[src/rtl/unidade_salto.sv]
// Registered branch-resolution unit: flag register, condition decode, 1-cycle decision, flush timer.
// Optional UNIDADE_SALTO_BYPASS_EN: evaluate against flags_in when flags_we is high in the same cycle.
module unidade_salto #(
    parameter int N_FLAGS      = 6,
    parameter int COND_W       = 4,
    parameter int FLUSH_CYCLES = 2
) (
    input  logic               clk,
    input  logic               reset,
    input  logic [N_FLAGS-1:0] flags_in,
    input  logic               flags_we,
    input  logic               avaliar,
    input  logic [COND_W-1:0]  condicao,
    input  logic               control,
    output logic               salto,
    output logic               resolvido,
    output logic               invalido,
    output logic               descarte,
    output logic               ocupado,
    output logic [N_FLAGS-1:0] flags_q
);

    localparam int CNT_W = (FLUSH_CYCLES > 0) ? $clog2(FLUSH_CYCLES + 1) : 1;

    typedef enum logic {
        IDLE,
        FLUSH
    } state_t;

    state_t             state, state_nx;
    logic [CNT_W-1:0]   cnt, cnt_nx;
    logic [N_FLAGS-1:0] flags_eval;
    logic               r;
    logic               cond_ok;
    logic               d;
    logic               aceita;

`ifdef UNIDADE_SALTO_BYPASS_EN
    assign flags_eval = flags_we ? flags_in : flags_q;
`else
    assign flags_eval = flags_q;
`endif

    // Code 0 selects a constant 1, so polarity alone picks "always" or "never".
    always_comb begin
        // NOTE: every variable written here gets a default first, otherwise a latch is inferred.
        r       = 1'b0;
        cond_ok = 1'b0;
        if (condicao == '0) begin
            r       = 1'b1;
            cond_ok = 1'b1;
        end else begin
            for (int k = 1; k <= N_FLAGS; k++) begin
                if (condicao == COND_W'(k)) begin
                    r       = flags_eval[k-1];
                    cond_ok = 1'b1;
                end
            end
        end
    end

    assign d      = cond_ok && (control == r);
    assign aceita = avaliar && (state == IDLE);

    always_comb begin
        state_nx = state;
        cnt_nx   = cnt;
        case (state)
            IDLE: begin
                if (aceita && d && (FLUSH_CYCLES > 0)) begin
                    state_nx = FLUSH;
                    cnt_nx   = CNT_W'(FLUSH_CYCLES);
                end
            end
            FLUSH: begin
                // Leaving at count 1 (or below, defensively) keeps the counter from wrapping.
                if (cnt <= CNT_W'(1)) begin
                    state_nx = IDLE;
                    cnt_nx   = '0;
                end else begin
                    cnt_nx = cnt - CNT_W'(1);
                end
            end
            default: begin
                state_nx = IDLE;
                cnt_nx   = '0;
            end
        endcase
    end

    // NOTE: sequential state uses non-blocking assignments so every register samples pre-edge values.
    always_ff @(posedge clk) begin
        if (reset) begin
            state     <= IDLE;
            cnt       <= '0;
            flags_q   <= '0;
            resolvido <= 1'b0;
            salto     <= 1'b0;
            invalido  <= 1'b0;
        end else begin
            state     <= state_nx;
            cnt       <= cnt_nx;
            if (flags_we) begin
                flags_q <= flags_in;
            end
            resolvido <= aceita;
            salto     <= aceita && d;
            invalido  <= aceita && !cond_ok;
        end
    end

    assign ocupado  = (state == FLUSH);
    assign descarte = ocupado;

endmodule

[config.mk]
export PLATFORM = sky130hd
export DESIGN_NAME = unidade_salto
export DESIGN_NICKNAME = d
export VERILOG_FILES = /design/src/rtl/unidade_salto.sv
export SDC_FILE = /design/constraint.sdc
export NUM_CORES = 1
export LEC_CHECK = 0
export CORE_UTILIZATION = 33
export CTS_CLUSTER_DIAMETER = 40
export DETAILED_ROUTE_END_ITERATION = 10
export PLACE_DENSITY = 0.72
export SETUP_SLACK_MARGIN = 0.05
export SYNTH_ARGS = -nofsm -noshare
export SYNTH_HDL_FRONTEND = slang
export SYNTH_SLANG_ARGS = --single-unit
[constraint.sdc]
create_clock -name clk -period 1.45 [get_ports clk]
set_clock_uncertainty 0.05 [all_clocks]
set_input_delay 0.435 -clock clk [delete_from_list [all_inputs] [get_ports clk]]
set_output_delay 0.435 -clock clk [all_outputs]
set_load 0.03 [all_outputs]
Word level (Yosys, flattened, before mapping)
Index checks and enable logic that the tools add are counted.
{"block": "totals", "register_bits": 12, "input_bits": 15, "out_inout_bits": 11, "wordCells": 43}
{"block": "op_classes", "add_sub_neg": 1, "n_lt_le_gt_ge": 1, "n_eq_ne": 8, "n_mux": 20, "bitwise_logic": 1, "reduce_logical": 6}
{"operator": "$mux W1", "n": 16}
{"operator": "$eq A4 B3 Y1 const B", "n": 3}
{"operator": "$eq A4 B2 Y1 const B", "n": 2}
{"operator": "$eq A4 B1 Y1 const B", "n": 1}
{"operator": "$logic_and A1 B1 Y1", "n": 4}
{"operator": "$logic_not A4 Y1", "n": 1}
{"operator": "$mux W2", "n": 2}
{"operator": "$pmux W2 S2", "n": 1}
{"operator": "$le A2 B1 Y1 const B", "n": 1}
{"operator": "$ne A2 B1 Y1 const B", "n": 1}
{"operator": "$pmux W1 S2", "n": 1}
{"operator": "$sub A2 B1 Y2 const B", "n": 1}
{"operator": "$eq A1 B1 Y1", "n": 1}
{"operator": "$logic_not A1 Y1", "n": 1}
{"operator": "$not A1 Y1", "n": 1}

Logic depth before layout (Yosys ltp)
Gate-level depths: netlist of the first run.
{"block": "depth", "word_depth": 13, "ltp_mapped": 4, "ltp_nobuf": 4}

Least setup slack after synthesis of the first run
OpenSTA, ideal clock, no wires.
{"block": "synth_path", "kind": "register to register", "startpoint": "register flags_q[2]", "endpoint": "register cnt[0]", "setup_ns": 0.115, "t_arrival_ns": 1.382, "required_time_ns": 1.285, "setup_slack_ns": -0.098, "path_stages_with_launch": 5, "path_buffers": 0, "synth_period_minus_slack_ns": 1.548, "cell_sequence": "dfxtp_1 and3b_2 nor4_2 nand4b_1 a31o_1"}
{"block": "synth_via", "elab_chain_len": 9}
{"item": "start, declared", "line": "20", "rtl": "output logic [N_FLAGS-1:0] flags_q"}
{"item": "start signal, assigned", "line": "104", "rtl": "flags_q <= flags_in;"}
{"item": "$mux W1 (4 in series)", "line": "54", "rtl": "if (condicao == COND_W'(k)) begin"}
{"item": "$mux W1", "line": "49", "rtl": "if (condicao == '0) begin"}
{"item": "$eq A1 B1 Y1", "line": "62", "rtl": "assign d = cond_ok && (control == r);"}
{"item": "$logic_and A1 B1 Y1", "line": "62"}
{"item": "$logic_and A1 B1 Y1", "line": "70", "rtl": "if (aceita && d && (FLUSH_CYCLES > 0)) begin"}
{"item": "$ne A2 B1 Y1 (no line)"}
{"item": "end signal, assigned", "line": "102", "rtl": "cnt <= cnt_nx;"}
{"item": "end, declared", "line": "31", "rtl": "logic [CNT_W-1:0] cnt, cnt_nx;"}
No other way between the ends.
A chain may end at the register's enable or synchronous reset.

Final worst setup path of the first run
Ends and elaborated chain as after synthesis.

==> results of run 1 <==
[power by group through the flow]
stage          Sequential (µW)  Clock (µW)  Combinational, µW
2_1_floorplan              393           0               47.8
3_3_place_gp               366           0                164
3_5_place_dp               365           0                165
4_1_cts                    359         218                174
5_1_grt                    362         241                191
6_report                   359         216                178
[worst max-delay path by stage]
stage	startpoint	cells past startpoint	to	slack, ns
5_1_grt	flags_q[2]$_SDFFE_PP0P_	4	cnt[0]$_SDFFE_PP0P_	-0.06
6_report	flags_q[2]$_SDFFE_PP0P_	4	cnt[0]$_SDFFE_PP0P_	0.04
3_3_place_gp	condicao[1]	5	cnt[0]$_SDFFE_PP0P_	-0.64
2_1_floorplan	condicao[1]	4	cnt[0]$_SDFFE_PP0P_	0.01
4_1_cts	flags_q[2]$_SDFFE_PP0P_	4	cnt[0]$_SDFFE_PP0P_	0.04
3_5_place_dp	condicao[1]	5	cnt[0]$_SDFFE_PP0P_	-0.64
[worst max-delay path, cell delays in order, from the launching register on]
cell and delay, ns:
sky130_fd_sc_hd__dfxtp_4 0.36, sky130_fd_sc_hd__and3b_2 0.22, sky130_fd_sc_hd__nor4_4 0.26, sky130_fd_sc_hd__nand4b_1 0.20, sky130_fd_sc_hd__a31o_1 0.22
[final cells by class]
cell class	instances	area [µm²]
flip-flops and latches	12	246
clock buffers	4	26.3
repair buffers	33	284
fillers	129	510
inverters	1	3.75
multi-input cells	34	277
well taps	15	18.8
[synthesized netlist by cell type]
cell type	number
sky130_fd_sc_hd__dfxtp_1	12
sky130_fd_sc_hd__inv_1	1
sky130_fd_sc_hd__nand3_1	1
sky130_fd_sc_hd__nand3b_1	1
sky130_fd_sc_hd__nand2_1	2
sky130_fd_sc_hd__nor2_1	7
sky130_fd_sc_hd__a211o_2	1
sky130_fd_sc_hd__nor3_1	2
sky130_fd_sc_hd__o21ai_0	1
sky130_fd_sc_hd__nand4b_1	1
sky130_fd_sc_hd__nor3b_1	1
sky130_fd_sc_hd__mux2i_1	7
sky130_fd_sc_hd__and3b_2	1
sky130_fd_sc_hd__buf_4	1
sky130_fd_sc_hd__clkbuf_1	1
sky130_fd_sc_hd__a21oi_1	1
sky130_fd_sc_hd__nor4_2	1
sky130_fd_sc_hd__buf_1	1
sky130_fd_sc_hd__nor4b_2	2
sky130_fd_sc_hd__a31o_1	1
sky130_fd_sc_hd__o211ai_1	1
sky130_fd_sc_hd__a31oi_1	3
[metrics by stage]
| step | utilization | worst slack [ns] |
|---|---|---|
| 2_1_floorplan | - | 0.0146 |
| 3_3_place_gp | 0.580 | -0.644 |
| 3_5_place_dp | 0.580 | -0.642 |
| 4_1_cts | 0.618 | 0.0446 |
| 5_1_grt | 0.626 | -0.0561 |
| 6_report | 0.626 | 0.0384 |
[per-layer routing]
layer | global-route usage | vias to the layer above
met3 | 0.0543 | 2
met1 | 0.205 | 218
li1 | - | 249
met5 | 0 | -
met2 | 0.262 | 22
met4 | 0.0726 | 0
[state kept, by name (all words and copies together) (netlist names)]
signal     cells
resolvido      1
cnt            2
invalido       1
flags_q        6
salto          1
descarte       1
[cells in the final DEF (no fill, tap or decap), types with 2 or more instances in the layout]
master and count:
sky130_fd_sc_hd__a31oi_1 3, sky130_fd_sc_hd__buf_2 3, sky130_fd_sc_hd__buf_4 17, sky130_fd_sc_hd__clkbuf_4 3
sky130_fd_sc_hd__clkdlybuf4s50_1 9, sky130_fd_sc_hd__dfxtp_1 9, sky130_fd_sc_hd__dfxtp_2 2, sky130_fd_sc_hd__mux2i_1 7
sky130_fd_sc_hd__nand2_1 2, sky130_fd_sc_hd__nor2_1 7, sky130_fd_sc_hd__nor3_1 2, sky130_fd_sc_hd__nor4b_4 2
[what timing repair did]
action                                  in CTS  in global routing
resized for setup                           19                  1
setup buffers                                2                  1
endpoints found under the setup margin       4                  4
pin swaps                                    8                  3
[logic make-up (layout without fill, tap and decap cells)]
| kind of cell | count (synthesis) | count (layout) | synth area share |
|---|---|---|---|
| buffers and inverters | 4 | 38 | 0.0368 |
| and+or+nand+nor | 19 | 19 | 0.246 |
| muxes | 7 | 7 | 0.138 |
| AOI/OAI and AO/OA | 8 | 8 | 0.108 |
| DFF | 12 | 12 | 0.472 |
==> flow_metrics.env, run 1 <==
export IMPL_outcome="complete, no violations"
export IMPL_synthTopCellsByArea="sky130_fd_sc_hd__dfxtp_1 (47%), sky130_fd_sc_hd__mux2i_1 (14%), sky130_fd_sc_hd__nor4b_2 (5.9%), sky130_fd_sc_hd__nor2_1 (5.2%), sky130_fd_sc_hd__a31oi_1 (3.7%)"
export IMPL_chipWidth_um=41.3
export IMPL_worstSkewPairLatency_ns=0.27
export IMPL_startpoint_type="flop"
export IMPL_synth_largest_type_area_fraction=0.472
export IMPL_avgSynthCellArea_um2=10.2
export IMPL_reg2reg_slack_ns=0.04
export IMPL_global_route_overflow_total=0
export IMPL_critical_path_endpoint_type="flop"
export IMPL_finalInstanceArea_um2=856
export IMPL_critical_path_reg2reg_endpoint="cnt[0]$_SDFFE_PP0P_"
export IMPL_p_leak_uw=0.000378
export IMPL_grt_antenna_before_repair=0
export IMPL_reg2reg_from="flags_q[2]$_SDFFE_PP0P_"
export IMPL_tritoncts="yes"
export IMPL_clk_pin_slew_ns=0.08
export IMPL_final_instance_count_excl_fill=99
export IMPL_vias=491
export IMPL_wl_per_cell_um=11.8
export IMPL_layout_worst_path_cycle_share=0.974
export IMPL_via_count_of_the_first_global_routing_pass=442
export IMPL_clock_fmax_ghz=0.708
export IMPL_synth_top_area_cell="sky130_fd_sc_hd__dfxtp_1"
export IMPL_timing_critical_path_required_ns=1.57
export IMPL_core_area_mm2=0.00137
export IMPL_hold_viol_final=0
export IMPL_placedInstanceArea_um2=792
export IMPL_max_slew_margin_rel=0.812
export IMPL_antenna_cells=0
export IMPL_drcViolationCount=0
export IMPL_share_comb_of_total_power=0.236
export IMPL_worst_r2r_cell_count=4
export IMPL_wirelength_um=1170
export IMPL_hold_path_class="flop to flop"
export IMPL_tritoncts_num_buffers=3
export IMPL_power_density_cell_area_mw_per_mm2=879
export IMPL_worstSetupPathType="flop to flop"
export IMPL_global_route_usage_total=0.166
export IMPL_finalSetupTns_ns=0
export IMPL_dp_hpwl_um=866
export IMPL_crit_fanout=4
export IMPL_flow_area_growth_from_synthesis_pct=68.1
export IMPL_avg_vias_per_cell=4.96
export IMPL_grt_start_max_net_pins=8
export IMPL_design_die_area_mm2=0.00170
export IMPL_fraction_of_final_layout_cells_sized_beyond_drive_strength_1=0.405
export IMPL_clk_path_buf_depth=2
export IMPL_cts_hold_buffers=0
export IMPL_maxSlewViolCount=0
export IMPL_design_final_nets=100
export IMPL_intPower_uw=548
export IMPL_drv_cap=0
export IMPL_post_place_cells=92
export IMPL_synth_lib_cells_used_distinct=22
export IMPL_io_buffer_count=25
export IMPL_holdPathEnd="descarte$_SDFF_PP0_"
export IMPL_met1_length_um=544
export IMPL_finalPower_uw=752
export IMPL_syn_num_nets=65
export IMPL_starting_utilization_of_the_core_area=0.373
export IMPL_grt_pass1_wl_um=1790
export IMPL_worst_hold_slack_ns=0.455
export IMPL_min_delay_path_depth=2
export IMPL_yosys_warnings=0
export IMPL_power_share_clock=0.287
export IMPL_min_delay_start="cnt[1]$_SDFFE_PP0P_"
export IMPL_dr_wl_met2_um=508
export IMPL_io_pins=26
export IMPL_place_gp_congestion=0.698
export IMPL_synth_seq_cells=12
export IMPL_clock_h_tree_levels=1
export IMPL_power_switching_fraction=0.272
export IMPL_cell_area_synth_um2=509
export IMPL_final_period_minus_worst_setup_slack_ns=1.41
export IMPL_arrival_worst_endpoint_ns=1.54
export IMPL_cts_sink_cnt=12
export IMPL_synth_cells=50
export IMPL_detailed_route_wirelength_on_metal3_um=97
export IMPL_tightestPinTransition_ns=0.280
export IMPL_ys_seq_area_frac=0.472
export IMPL_pre_antenna_drt_iters=2
export IMPL_drt_iter0_drc=6
export IMPL_worst_ir_drop_vdd_uv=626
export IMPL_drtAntennaViolNets=0
export IMPL_die_y_um=41.3
export IMPL_grt_setup_unrepaired="true"
export IMPL_rows=13
export IMPL_timing_final_setup_violations=0
export IMPL_top_layer_used="met4"
export IMPL_cts_root_buf="sky130_fd_sc_hd__clkbuf_4"
export IMPL_p_sw_uw=204
export IMPL_power_frac_seq=0.477
Note: power is estimated with default switching activity, not from simulation.
==> inputs of run 2 (changes only) <==
--- a/config.mk
+++ b/config.mk
@@ -9,7 +9,6 @@
 export CTS_CLUSTER_DIAMETER = 40
 export DETAILED_ROUTE_END_ITERATION = 10
 export PLACE_DENSITY = 0.72
-export SETUP_SLACK_MARGIN = 0.05
 export SYNTH_ARGS = -nofsm -noshare
 export SYNTH_HDL_FRONTEND = slang
 export SYNTH_SLANG_ARGS = --single-unit
==> run 2 against run 1 <==
Cell area stayed put. Largest power group unchanged. Register-to-register slack better by 0.03 ns. Sequential cell count unchanged. Global-route usage grew 0.67 points. Routed wire length is 2.0% higher. Combinational power about the same. Non-clock buffer count fell by 1. Total power up 6.5%. Clock power up 23%.
==> flow_metrics.env, run 2 (synthesis gave the netlist of run 1 again) <==
export IMPL_intPower_uw=592
export IMPL_arrival_worst_endpoint_ns=1.54
export IMPL_vias=498
export IMPL_p_leak_uw=0.000377
export IMPL_top_register_by_number_of_flip_flops="flags_q"
export IMPL_worstSkewPairLatency_ns=0.27
export IMPL_timing_critical_path_required_ns=1.57
export IMPL_tritoncts="yes"
export IMPL_cts_hold_buffers=0
export IMPL_drt_iter0_drc=11
export IMPL_drtAntennaViolNets=0
export IMPL_drv_cap=0
export IMPL_grt_pass1_wl_um=1840
export IMPL_dp_hpwl_um=860
export IMPL_pre_antenna_drt_iters=4
export IMPL_global_route_overflow_total=0
export IMPL_wirelength_um=1190
export IMPL_io_buffer_count=25
export IMPL_hold_path_class="flop to flop"
export IMPL_power_frac_seq=0.449
export IMPL_outcome="complete, no violations"
export IMPL_antenna_cells=0
export IMPL_mostFrequentLayoutCell="sky130_fd_sc_hd__buf_4"
export IMPL_io_pins=26
export IMPL_crit_fanout=4
export IMPL_flow_area_growth_from_synthesis_pct=68.1
export IMPL_clock_h_tree_levels=1
export IMPL_design_final_nets=99
export IMPL_cts_sink_cnt=12
export IMPL_fillers=136
export IMPL_placedInstanceArea_um2=788
export IMPL_tritoncts_num_buffers=3
export IMPL_cell_by_cell_listing_of_the_critical_path="dlygate4sd2_1, a31oi_2, nand3_1, a211o_2, a31o_1"
export IMPL_dp_slack_ns=-0.639
export IMPL_chipWidth_um=41.3
export IMPL_avg_vias_per_cell=5.08
export IMPL_clock_fmax_ghz=0.704
export IMPL_timing_final_setup_violations=0
export IMPL_max_slew_margin_rel=0.827
export IMPL_grt_setup_unrepaired="true"
export IMPL_largest_registers="flags_q (6), cnt (2)"
export IMPL_grt_antenna_before_repair=0
export IMPL_power_switching_fraction=0.261
export IMPL_worst_ir_drop_vdd_uv=453
export IMPL_die_y_um=41.3
export IMPL_largest_reg_flops=6
export IMPL_share_comb_of_total_power=0.221
export IMPL_critical_path_reg2reg_endpoint="cnt[0]$_SDFFE_PP0P_"
export IMPL_worst_r2r_cell_count=4
export IMPL_startpoint_type="primary input"
export IMPL_critical_path_max_stage_delay_ns=0.31
export IMPL_layout_common_cells="sky130_fd_sc_hd__buf_4 (17), sky130_fd_sc_hd__dfxtp_1 (10), sky130_fd_sc_hd__clkdlybuf4s50_1 (10), sky130_fd_sc_hd__mux2i_1 (7), sky130_fd_sc_hd__nor2_1 (7)"
export IMPL_grt_start_max_net_pins=8
export IMPL_worstSetupPathType="primary input to flop"
export IMPL_final_util=0.626
export IMPL_power_share_clock=0.331
export IMPL_rows=13
export IMPL_tightestPinTransition_ns=0.259
export IMPL_final_period_minus_worst_setup_slack_ns=1.42
export IMPL_finalInstanceArea_um2=856
export IMPL_finalSetupTns_ns=0
export IMPL_cpMaxStageDelayCell="sky130_fd_sc_hd__a211o_2"
export IMPL_p_sw_uw=209
export IMPL_reg2reg_from="flags_q[0]$_SDFFE_PP0P_"
export IMPL_starting_utilization_of_the_core_area=0.373
export IMPL_fraction_of_final_layout_cells_sized_beyond_drive_strength_1=0.398
export IMPL_design_die_area_mm2=0.00170
export IMPL_maxSlewViolCount=0
export IMPL_clk_pin_slew_ns=0.08
export IMPL_final_critical_path_setup_slack_ns=0.0288
export IMPL_clk_path_buf_depth=2
export IMPL_drcViolationCount=0
export IMPL_power_density_cell_area_mw_per_mm2=936
export IMPL_place_gp_congestion=0.653
export IMPL_reg2reg_slack_ns=0.07
export IMPL_critical_path_endpoint_type="flop"
export IMPL_critical_path_startpoint="condicao[3]"
export IMPL_hold_viol_final=0
export IMPL_cts_root_buf="sky130_fd_sc_hd__clkbuf_4"
export IMPL_layout_worst_path_cycle_share=0.980
export IMPL_core_area_mm2=0.00137
export IMPL_global_route_usage_total=0.173
export IMPL_via_count_of_the_first_global_routing_pass=465
export IMPL_worstSetupEndpoint="cnt[0]$_SDFFE_PP0P_"
export IMPL_wl_per_cell_um=12.2
## run 2: power by group through the flow
stage          clock network [µW]  registers [µW]  logic [µW]
2_1_floorplan                   0             394        47.8
3_3_place_gp                    0             366         164
3_5_place_dp                    0             366         166
4_1_cts                       268             360         174
5_1_grt                       283             362         190
6_report                      265             359         177
## run 2: area by class of cell
class / instances / area (µm²) / area share
multi-input cells: 34 / 283 / 0.330
repair buffers: 32 / 272 / 0.317
flip-flops and latches: 12 / 243 / 0.284
inverters: 1 / 3.75 / 0.00439
well taps: 15 / 18.8 / 0.0219
clock buffers: 4 / 36.3 / 0.0424
## run 2: stage by stage
stage                     hold slack, ns  std cells  power (µW)
after CTS                          0.468         97         801
after detailed placement           0.446         92         532
after global placement             0.444         92         530
after floorplan                    0.424         50         441
final                              0.459         98         801
after global routing               0.487         98         834
## run 2: routing by layer
layer | vias up | track usage | share of wire
met3 | 4 | 0.0489 | 0.070
met1 | 217 | 0.195 | 0.44
met5 | - | 0 | 0
met2 | 26 | 0.289 | 0.47
met4 | 0 | 0.0968 | 0.021
li1 | 251 | - | -
## run 2: worst min-delay path by stage
stage	from	end	slack (ns)	depth (start not counted)
finish	cnt[1]$_SDFFE_PP0P_	descarte$_SDFF_PP0_	0.46	2
CTS	flags_q[2]$_SDFFE_PP0P_	flags_q[2]$_SDFFE_PP0P_	0.47	2
global placement	flags_q[2]$_SDFFE_PP0P_	flags_q[2]$_SDFFE_PP0P_	0.44	2
global route	cnt[1]$_SDFFE_PP0P_	descarte$_SDFF_PP0_	0.49	2
detailed placement	flags_q[2]$_SDFFE_PP0P_	flags_q[2]$_SDFFE_PP0P_	0.45	2
floorplan	cnt[1]$_SDFFE_PP0P_	cnt[1]$_SDFFE_PP0P_	0.42	2
## run 2: repair_timing
item                       CTS  global route
pin swaps                    3             3
setup endpoints to repair    4             2
hold endpoints to repair     0             0
buffers inserted             1             1
resized for setup           18             0
## run 2: critical path: cells and delay by family
kind	cells	cell delay, ns
buffers and inverters	1	0.28
AND/OR/NAND/NOR	1	0.12
AO/OA/AOI/OAI	3	0.72
